**config.mk**
```make
export PLATFORM = sky130hd
export DESIGN_NAME = uart_rx_fifo
export DESIGN_NICKNAME = d
export VERILOG_FILES = /design/src/rtl/uart_rx_fifo.sv
export SDC_FILE = /design/constraint.sdc
export NUM_CORES = 1
export LEC_CHECK = 0
export BUFFER_PORTS_ARGS = -buffer_cell sky130_fd_sc_hd__buf_2
export CAP_MARGIN = 20
export CORE_MARGIN = 4
export CORE_UTILIZATION = 55
export CTS_CLUSTER_DIAMETER = 30
export DETAILED_ROUTE_END_ITERATION = 16
export GPL_ROUTABILITY_DRIVEN = 1
export PLACE_DENSITY = 0.85
export RECOVER_POWER = 50
export SLEW_MARGIN = 20
export SYNTH_ARGS = -nofsm -noshare
export SYNTH_HDL_FRONTEND = slang
export SYNTH_SLANG_ARGS = --single-unit
```
**constraint.sdc**
```tcl
create_clock -name clk_i -period 2.6 [get_ports clk_i]
set_input_delay 0.26 -clock clk_i [delete_from_list [all_inputs] [get_ports clk_i]]
set_output_delay 0.26 -clock clk_i [all_outputs]
set_load 0.01 [all_outputs]
```
**src/rtl/uart_rx_fifo.sv**
```systemverilog
// UART receiver (8N1, or 8E1 with UART_RX_PARITY_EN) with FWFT byte FIFO.
// Optional macro: UART_RX_PARITY_EN enables the even-parity bit.
module uart_rx_fifo #(
  parameter int CLK_FREQ   = 25_000_000,
  parameter int BAUD_RATE  = 115_200,
  parameter int FIFO_DEPTH = 8
) (
  input  logic                         clk_i,
  input  logic                         rst_ni,
  input  logic                         rx_i,
  output logic [7:0]                   rdata_o,
  output logic                         rvalid_o,
  input  logic                         rready_i,
  output logic [$clog2(FIFO_DEPTH):0]  level_o,
  output logic                         frame_err_o,
  output logic                         overrun_o,
  output logic                         parity_err_o
);

  localparam int CPB   = CLK_FREQ / BAUD_RATE;
  localparam int CNT_W = (CPB > 1) ? $clog2(CPB) : 1;
  localparam int AW    = (FIFO_DEPTH > 1) ? $clog2(FIFO_DEPTH) : 1;

  localparam logic [CNT_W-1:0] HALF = CNT_W'(CPB / 2 - 1);
  localparam logic [CNT_W-1:0] FULL = CNT_W'(CPB - 1);
  localparam logic [AW:0]      LVL_FULL = (AW + 1)'(FIFO_DEPTH);

  generate
    if (CPB < 4) begin : g_cpb_chk
      $error("uart_rx_fifo: CLK_FREQ/BAUD_RATE must be >= 4");
    end
    if (FIFO_DEPTH < 2 || FIFO_DEPTH > 256 ||
        (FIFO_DEPTH & (FIFO_DEPTH - 1)) != 0) begin : g_depth_chk
      $error("uart_rx_fifo: FIFO_DEPTH must be a power of two in 2..256");
    end
  endgenerate

  typedef enum logic [2:0] {
    IDLE,
    START,
    DATA,
    PARITY,
    STOP,
    WAIT_HIGH
  } state_t;

  state_t           state;
  logic [CNT_W-1:0] cnt;
  logic [2:0]       idx;
  logic [7:0]       shreg;
  logic             rx_q;
  logic             rx_s;

  logic             stop_hit;
  logic             par_bad;
  logic             push;
  logic             pop;
  logic             full;
  logic             wr_en;

  logic [7:0]       mem [FIFO_DEPTH];
  logic [AW-1:0]    wr_ptr;
  logic [AW-1:0]    rd_ptr;
  logic [AW:0]      count;

  always_ff @(posedge clk_i or negedge rst_ni) begin
    if (!rst_ni) begin
      rx_q <= 1'b1;
      rx_s <= 1'b1;
    end else begin
      rx_q <= rx_i;
      rx_s <= rx_q;
    end
  end

`ifdef UART_RX_PARITY_EN
  logic par_bit;

  always_ff @(posedge clk_i or negedge rst_ni) begin
    if (!rst_ni) begin
      par_bit <= 1'b0;
    end else if (state == PARITY && cnt == '0) begin
      par_bit <= rx_s;
    end
  end

  assign par_bad = ^{shreg, par_bit};
`else
  assign par_bad = 1'b0;
`endif

  always_ff @(posedge clk_i or negedge rst_ni) begin
    if (!rst_ni) begin
      state <= IDLE;
      cnt   <= '0;
      idx   <= '0;
      shreg <= '0;
    end else begin
      unique case (state)
        IDLE: begin
          if (!rx_s) begin
            state <= START;
            cnt   <= HALF;
          end
        end
        START: begin
          if (cnt != '0) begin
            cnt <= cnt - CNT_W'(1);
          end else if (rx_s) begin
            state <= IDLE;
          end else begin
            state <= DATA;
            cnt   <= FULL;
            idx   <= '0;
          end
        end
        DATA: begin
          if (cnt != '0) begin
            cnt <= cnt - CNT_W'(1);
          end else begin
            shreg <= {rx_s, shreg[7:1]};
            cnt   <= FULL;
            idx   <= idx + 3'd1;
            if (idx == 3'd7) begin
`ifdef UART_RX_PARITY_EN
              state <= PARITY;
`else
              state <= STOP;
`endif
            end
          end
        end
        PARITY: begin
`ifdef UART_RX_PARITY_EN
          if (cnt != '0) begin
            cnt <= cnt - CNT_W'(1);
          end else begin
            cnt   <= FULL;
            state <= STOP;
          end
`else
          state <= IDLE;
`endif
        end
        STOP: begin
          if (cnt != '0) begin
            cnt <= cnt - CNT_W'(1);
          end else begin
            state <= rx_s ? IDLE : WAIT_HIGH;
          end
        end
        WAIT_HIGH: begin
          if (rx_s) state <= IDLE;
        end
        default: state <= IDLE;
      endcase
    end
  end

  assign stop_hit = (state == STOP) && (cnt == '0);
  assign push     = stop_hit && rx_s && !par_bad;
  assign pop      = rvalid_o && rready_i;
  assign full     = (count == LVL_FULL);
  // A full FIFO still accepts a byte when the head leaves in the same cycle
  assign wr_en    = push && (!full || pop);

  always_ff @(posedge clk_i) begin
    if (wr_en) mem[wr_ptr] <= shreg;
  end

  always_ff @(posedge clk_i or negedge rst_ni) begin
    if (!rst_ni) begin
      wr_ptr <= '0;
      rd_ptr <= '0;
      count  <= '0;
    end else begin
      if (wr_en) wr_ptr <= wr_ptr + AW'(1);
      if (pop)   rd_ptr <= rd_ptr + AW'(1);
      unique case ({wr_en, pop})
        2'b10:   count <= count + (AW + 1)'(1);
        2'b01:   count <= count - (AW + 1)'(1);
        default: count <= count;
      endcase
    end
  end

  always_ff @(posedge clk_i or negedge rst_ni) begin
    if (!rst_ni) begin
      frame_err_o <= 1'b0;
      overrun_o   <= 1'b0;
    end else begin
      frame_err_o <= stop_hit && !rx_s;
      overrun_o   <= push && full && !pop;
    end
  end

`ifdef UART_RX_PARITY_EN
  always_ff @(posedge clk_i or negedge rst_ni) begin
    if (!rst_ni) begin
      parity_err_o <= 1'b0;
    end else begin
      parity_err_o <= stop_hit && rx_s && par_bad;
    end
  end
`else
  assign parity_err_o = 1'b0;
`endif

  assign rvalid_o = (count != '0);
  assign rdata_o  = rvalid_o ? mem[rd_ptr] : 8'h00;
  assign level_o  = count;

endmodule

```
Word-level counts from Yosys, hierarchy flattened
Memory sizes are Yosys's and may differ from the RTL's. Cells that the tools add are included. W data, S select, Z words.

Bitwise gates (word level): 1. Eq/ne operators: 17. $add $sub $neg: 6. Reduce and logical (&&, ||, !) cells: 22. Muxes and demuxes: 23.

Operators by type and width (number): $mux W8 (6); $pmux W8 S4 (1); $mux W3 (10); $ne A2 B2 Y1 const B (8); $pmux W3 S5 (1); $add A3 B1 Y3 const B (3); $eq A3 B3 Y1 const B (3); $logic_not A8 Y1 (1); $pmux W4 S2 (1); $reduce_and A4 Y1 (2); $reduce_bool A4 Y1 (2); $reduce_bool A8 Y1 (1); $sub A8 B1 Y8 const B (1); $logic_and A1 B1 Y1 (7); $pmux W3 S2 (1); $reduce_and A6 Y1 (1); $add A4 B1 Y4 const B (1); $eq A4 B4 Y1 const B (1); $reduce_bool A2 Y1 (2); $sub A4 B1 Y4 const B (1); $eq A3 B1 Y1 const B (1); $eq A3 B2 Y1 const B (1); $logic_not A1 Y1 (3); $logic_not A3 Y1 (1); other kinds (8) (9).

Bits in writable memories: 64. Word-level logic and storage cells: 81. Output and inout bits: 16. Memories: 1. Bits of input ports: 4. Register bits after elaboration: 36.

Memory list: mem (words 8, bits a word 8, rd ports 1, clocked after memory_dff 0, wr ports 1, RTL line 61) `logic [7:0] mem [FIFO_DEPTH];`.

Depth between registers and ports, before layout
Gate-level depths: netlist of the first run.

Depth after elaboration: 6. Gate-level depth with buffers: 10. Mapped depth without buffers: 10.

Worst setup path before layout of the first run
OpenSTA, ideal clock, no wires.

Kind: reg-to-reg. Start point: reg cnt[0]. End point: mem mem[1][0], enable pin. Data arrival time: 2.294 ns. Clock period less this slack: 2.677 ns. Setup slack: -0.077 ns. Path buffers: 0. Cell stages (with the launch flop): 8. Path through: dfrtp_1 > inv_1 > ha_1 > nor3b_1 > nand2_2 > a311oi_4 > nand2_2 > nor3_1.

Word-level cells in the longest chain between the ends: 6.

RTL lines: start: declaration (RTL line 48) `logic [CNT_W-1:0] cnt;`; start signal: assignment (RTL line 108) `cnt <= cnt - CNT_W'(1);`; start signal: assignment (RTL line 119) `cnt <= cnt - CNT_W'(1);`; start signal: assignment (RTL line 147) `cnt <= cnt - CNT_W'(1);`; $logic_not A8 Y1 (RTL line 160) `assign stop_hit = (state == STOP) && (cnt == '0);`; $logic_and A1 B1 Y1 (RTL line 160); $logic_and A1 B1 Y1 (RTL line 161) `assign push = stop_hit && rx_s && !par_bad;`; $logic_and A1 B1 Y1 (RTL line 165) `assign wr_en = push && (!full || pop);`; $mux W1 (RTL line 168) `if (wr_en) mem[wr_ptr] <= shreg;`; $mux W1 (not written as such) (RTL line 168); end: declaration (RTL line 61).

No other way between the ends.

Worst setup path in the final report of the first run
Start point: reg cnt[2]. End point: reg count[2], in the netlist level_o[2].

Word-level cells in the longest chain between the ends: 6. Elaborated cells between the ends (all ways): 8. Those cells by class: eq/ne: 2; mux: 1; reduce/logical: 5.

RTL lines: $logic_not A8 Y1 * (RTL line 160); $logic_and A1 B1 Y1 * (RTL line 160); $logic_and A1 B1 Y1 * (RTL line 161); $logic_and A1 B1 Y1 * (RTL line 165); $eq A2 B1 Y1 / $eq A2 B2 Y1 (equally long branches) (RTL line 179) `unique case ({wr_en, pop})`; $pmux W4 S2 / $reduce_bool A2 Y1 (equally long branches); end signal: assignment (RTL line 180) `2'b10: count <= count + (AW + 1)'(1);`; end signal: assignment (RTL line 181) `2'b01: count <= count - (AW + 1)'(1);`; end signal: assignment (RTL line 182) `default: count <= count;`; end: declaration (RTL line 64) `logic [AW:0] count;`.

Every way passes the cells marked *; elsewhere a longest branch is shown, timed or not. A chain may end at the register's enable or synchronous reset.

==> results of run 1 <==
## cells in the final DEF, fill, tap and decap left out, types with 2 or more instances in the layout
master / netlist / routed
nand2_1: 10 / 10
nor3_2: 1 / 2
dfstp_2: 2 / 2
nor3b_2: 1 / 2
dlygate4sd3_1: 0 / 2
mux4_2: 16 / 16
o21ai_0: 7 / 7
ha_1: 7 / 7
a21oi_1: 11 / 11
clkbuf_1: 2 / 4
edfxtp_1: 64 / 64
inv_6: 0 / 2
mux2_4: 2 / 2
nor2_1: 25 / 25
xor2_1: 3 / 3
a21o_2: 2 / 2
a31oi_1: 3 / 3
o21a_1: 2 / 2
clkinvlp_4: 0 / 2
buf_4: 3 / 15
o31ai_1: 3 / 3
o2bb2ai_1: 2 / 2
xnor2_1: 4 / 4
nand2_2: 3 / 3
mux2_2: 11 / 11
o22a_1: 2 / 2
nor4_1: 1 / 2
mux2i_1: 11 / 11
clkbuf_8: 1 / 10
nor3_1: 5 / 4
buf_2: 3 / 14
nand2b_1: 5 / 5
dfrtp_1: 34 / 34
inv_1: 6 / 6
## stage by stage
| stage | setup WS, ps | cell area, µm² | cells |
|---|---|---|---|
| floorplan | 134 | 4400 | 283 |
| global placement | 269 | 4650 | 405 |
| detailed placement | 186 | 4650 | 405 |
| CTS | 125 | 4850 | 423 |
| global route | 112 | 4840 | 423 |
| finish | 318 | 4840 | 423 |
## how the worst max path moves through the flow
stage,depth (start not counted),endpoint,startpoint
5_1_grt,8,level_o[2],cnt[2]
4_1_cts,10,level_o[2],cnt[0]
3_5_place_dp,10,level_o[2],cnt[0]
6_report,8,level_o[2],cnt[2]
2_1_floorplan,7,mem[2][0],cnt[0]
3_3_place_gp,10,level_o[2],cnt[0]
## cell type report
| class | count | share of cell area |
|---|---|---|
| Tap cell | 102 | 0.0264 |
| Clock buffer | 10 | 0.0284 |
| Inverter | 7 | 0.00543 |
| Multi-Input combinational cell | 163 | 0.301 |
| Sequential cell | 100 | 0.584 |
| Clock inverter | 6 | 0.00957 |
| Timing Repair Buffer | 35 | 0.0450 |
## registers in the layout (all words and copies together) (netlist names)
name	count
idx	3
rx_s	1
rd_ptr	3
rx_q	1
frame_err_o	1
level_o	4
overrun_o	1
mem	64
cnt	8
shreg	8
state	3
wr_ptr	3
## metal layers
metal  vias up  track usage  wire [µm]  part of all wire
li1       1136            -          -                 -
met1      1187        0.233       3180              0.44
met2        57        0.261       3690              0.51
met3         8       0.0388        319             0.044
met4         0       0.0575         77             0.011
met5         -            0          0                 0
## what timing repair did
action                                  CTS  global route
resized for setup                         0             1
hold endpoints to repair                 18             0
endpoints found under the setup margin    0             1
buffers inserted                          0             0
hold buffers                              2             0
## critical path, cell delays in order, from the launching register on
cell,delay [ps]
dfrtp_1,470
nor4_4,480
and4_4,340
nor2_2,60
xor2_1,140
ha_1,200
nor4_1,250
a21oi_1,90
xnor2_1,140
## cell families (layout without fill, tap and decap cells)
family / after synthesis / count (layout) / share of synthesized area
simple gates: 69 / 69 / 0.0908
buf+inv: 20 / 58 / 0.0247
other cells: 1 / 1 / 0.000853
flops: 100 / 100 / 0.642
fa+ha+maj: 7 / 7 / 0.0199
xor+xnor: 8 / 8 / 0.0176
mux: 40 / 40 / 0.142
compound gates: 38 / 38 / 0.0617
## power by group through the flow
stage | logic (mW) | clock network [mW] | registers [mW]
after floorplan | 0.00717 | 0 | 1.71
after global placement | 0.0186 | 0 | 1.71
after detailed placement | 0.0190 | 0 | 1.72
after CTS | 0.0212 | 0.925 | 1.68
after global routing | 0.0241 | 1.01 | 1.68
final | 0.0202 | 0.898 | 1.68
==> flow_metrics.tcl, run 1 <==
set metrics [dict create \
    outcome "completed" \
    die_h_um 97.4 \
    synth_top_area_cell "edfxtp_1" \
    synth_edf_count 64 \
    die_w_um 97.4 \
    cell_internal_pwr_mw 2.06 \
    yosys.area.top_type_share 0.437 \
    synth.distinct_cells 60 \
    die_area_mm2 0.00949 \
    start_util 0.566 \
    grt_max_degree 37 \
    comb_power_share 0.008 \
    cp_max_fo 7 \
    num_vias 2388 \
    seqPwrFrac 0.647 \
    ant_nets 0 \
    rows 32 \
    ctsHtreeMaxLevel 3 \
    rsz0062_at_grt "false" \
    synth_cells 283 \
    setup-tns-final_ps 0 \
    ys_seq_area_frac 0.642 \
    clkTransAtPathRegs_ps 100 \
    numPortBuffers 18 \
    reg2reg_from "cnt[2]" \
    avgSynthCellArea_um2 15.5 \
    p_clk_frac 0.345 \
    tightest_slew_ps 796 \
    syn_nets 294 \
    switching_share 0.206 \
    grt_pass1_vias 2384 \
    track_usage 0.167 \
    cts_sinks 100 \
    synth_area_mm2 0.00440 \
    setup_viol 0 \
    multiInputGateArea_mm2 0.00146 \
    whs_ps 201 \
    finalPower_mw 2.60 \
    final_util 0.623 \
    crit_type "flop to flop" \
    r2r-end "level_o[2]" \
    place.gp.congestion 0.840 \
    arrival_ps 2520 \
    antenna_found_initial 0 \
    reg2regPathDepth 8 \
    cts_root_buf "clkbuf_8" \
    final_nets 327 \
    yosys_most_used_dff "edfxtp_1" \
    cts_tree "yes" \
    relSlewSlack 0.469 \
    whs_endpoint "rd_ptr[2]" \
    fin_crit_sh 0.878 \
    fillers 554 \
    vias_per_cell 5.65 \
    min-delay-start "rready_i" \
    synthTopCellsByCount "edfxtp_1 (64), dfrtp_1 (34), nor2_1 (25)" \
    clock_latency_ps 360 \
    holdPathStages 3 \
    peakVddDrop_mv 0.315 \
    area_growth_pct 10.0 \
    min_period_ps 2280 \
    ios 20 \
    wl_per_cell_um 17.2 \
    required_ps 2840 \
    first_iter_violations 121 \
    max_freq_mhz 438 \
    synthArstFlopShare 0.360 \
    remaining_drc_errors 0 \
    reg2reg_setup_slack_ps 320 \
    finClkSkew_ps 14.1 \
    p_leak_nw 1.85 \
    max-cap-violations 0 \
    p_per_area_mw_per_mm2 537 \
    synth_most_common_cell "edfxtp_1" \
    synth_seq_cells 100 \
    dp_hpwl_um 4980 \
    finalWirelength_um 7270 \
    power.switching_uw 534 \
    hold_violations 0 \
    first_pass_iters 4 \
    layout-drive-gt1-share 0.305 \
    slew_violations 0 \
    cts_buffer_depth 2 \
    hold_path_class "input pin to flop" \
    grt_pass1_wl_um 12400 \
    core_area_mm2 0.00777 \
    end_kind "flop" \
    regArea_mm2 0.00283 \
    overflow 0 \
    start_kind "flop" \
    yosys-top-cells-area "edfxtp_1 (44%), dfrtp_1 (19%), mux4_2 (8.2%), mux2_2 (2.8%), mux2i_1 (2.5%)" \
    synth_warnings 0 \
    antenna_cells 0 \
    numCtsBuffers 9 \
]
(Power assumes the default switching activity.)
==> inputs of run 2 (changes only) <==
--- a/config.mk
+++ b/config.mk
@@ -8,12 +8,13 @@
 export BUFFER_PORTS_ARGS = -buffer_cell sky130_fd_sc_hd__buf_2
 export CAP_MARGIN = 20
 export CORE_MARGIN = 4
-export CORE_UTILIZATION = 55
+export CORE_UTILIZATION = 57
+export CTS_BUF_LIST = sky130_fd_sc_hd__clkbuf_4 sky130_fd_sc_hd__clkbuf_8
 export CTS_CLUSTER_DIAMETER = 30
 export DETAILED_ROUTE_END_ITERATION = 16
 export GPL_ROUTABILITY_DRIVEN = 1
-export PLACE_DENSITY = 0.85
-export RECOVER_POWER = 50
+export PLACE_DENSITY = 0.88
+export RECOVER_POWER = 25
 export SLEW_MARGIN = 20
 export SYNTH_ARGS = -nofsm -noshare
 export SYNTH_HDL_FRONTEND = slang
==> flow_metrics.tcl, run 2 (synthesis results as in run 1) <==
set metrics [dict create \
    die_w_um 95.8 \
    layout_common_cells "edfxtp_1 (64), dfrtp_1 (34), nor2_1 (25)" \
    fin_cells 422 \
    outcome "completed" \
    ios 20 \
    first_iter_violations 151 \
    track_usage 0.182 \
    antenna_found_initial 0 \
    fin_crit_sh 0.878 \
    grt_pass1_wl_um 12200 \
    area_growth_pct 10.7 \
    vias_per_cell 5.65 \
    grt_max_degree 37 \
    final_nets 329 \
    tightest_slew_ps 776 \
    min_period_ps 2280 \
    cts_buffer_depth 2 \
    antenna_cells 0 \
    setup_viol 0 \
    grt_pass1_vias 2461 \
    die_area_mm2 0.00919 \
    dp_hpwl_um 5330 \
    max-cap-violations 0 \
    clock_latency_ps 360 \
    cp_max_fo 6 \
    largest_register "mem" \
    setup-tns-final_ps 0 \
    mostFrequentLayoutCell "edfxtp_1" \
    overflow 0 \
    numCtsBuffers 9 \
    slew_violations 0 \
    core_area_mm2 0.00737 \
    required_ps 2670 \
    end_kind "flop" \
    hold_path_class "input pin to flop" \
    cts_sinks 100 \
    num_vias 2385 \
    place.gp.congestion 0.820 \
    p_per_area_mw_per_mm2 535 \
    max_freq_mhz 438 \
    finClkSkew_ps 11.2 \
    die_h_um 95.8 \
    largest_reg_flops 64 \
    crit_type "flop to flop" \
    cts_tree "yes" \
    peakVddDrop_mv 0.350 \
    first_pass_iters 4 \
    rsz0062_at_grt "false" \
    ctsHtreeMaxLevel 3 \
    post-cts-setup-buffers 0 \
    top_regs "mem x64, cnt x8, shreg x8" \
    arrival_ps 2360 \
    layout-drive-gt1-share 0.325 \
    wl_per_cell_um 17.4 \
    ant_nets 0 \
    remaining_drc_errors 0 \
    cts_root_buf "clkbuf_8" \
    rows 31 \
    finalWirelength_um 7330 \
    p_leak_nw 1.90 \
    start_util 0.597 \
    relSlewSlack 0.483 \
    clkTransAtPathRegs_ps 100 \
    placedCellCount 404 \
    hold_violations 0 \
    numPortBuffers 18 \
    start_kind "flop" \
]
[run 2: cell type report]
class	instances	area [µm²]
inverter	7	26.3
tap	99	124
clock buffer	9	124
clock inverter	7	57.6
sequential	100	2830
multi-input combinational	163	1470
fill	485	2500
timing repair buffer	37	238
[run 2: stage by stage]
stage | area (µm²) | power [mW] | utilization | hold slack (ps) | setup WS, ps
after floorplan | 4400 | 1.72 | - | -35.6 | 134
after global placement | 4660 | 1.73 | 0.633 | 346 | 283
after detailed placement | 4660 | 1.73 | 0.633 | 347 | 178
after CTS | 4860 | 2.63 | 0.660 | 208 | 143
after global routing | 4870 | 2.70 | 0.661 | 218 | 140
final | 4870 | 2.60 | 0.661 | 228 | 316
[run 2: metal layers]
| metal | track usage | vias to the layer above | routed length (µm) |
|---|---|---|---|
| met1 | 0.218 | 1193 | 2960 |
| li1 | - | 1145 | - |
| met3 | 0.0305 | 8 | 260 |
| met5 | 0 | - | 0 |
| met4 | 0.0723 | 0 | 86 |
| met2 | 0.325 | 39 | 4020 |
[run 2: path summary, 6_finish.rpt]
path	start	to	slack (ps)	cells after the start
worst max-delay path	cnt[0]	mem[2][6]	320	8
min in group asynchronous	rst_ni	cnt[2]	500	2
max in group asynchronous	rst_ni	shreg[5]	1600	2
worst min register to register	rx_q	rx_s	360	0
worst min-delay path	rready_i	rd_ptr[2]	230	3
worst max register to register	cnt[0]	mem[2][6]	320	8
[run 2: timing repair]
action                                  in CTS  in global routing
gates resized for setup                      0                  1
hold buffers                                 2                  0
endpoints found under the setup margin       0                  1
hold endpoints to repair                    32                  0
[run 2: critical path: stages, from the launching register on]
cell and delay [ps]:
dfrtp_1 440, inv_1 100, ha_1 150, nor3b_2 280, nand2_2 120, a311oi_4 390, nand2b_2 140, nor2_1 200
buf_4 180
[run 2: power breakdown]
group | total, mW | internal [mW] | switching, mW
sequential | 1.68 | 1.68 | 0.00249
combinational | 0.0200 | 0.00537 | 0.0146
clock | 0.904 | 0.366 | 0.538
total | 2.60 | 2.05 | 0.556
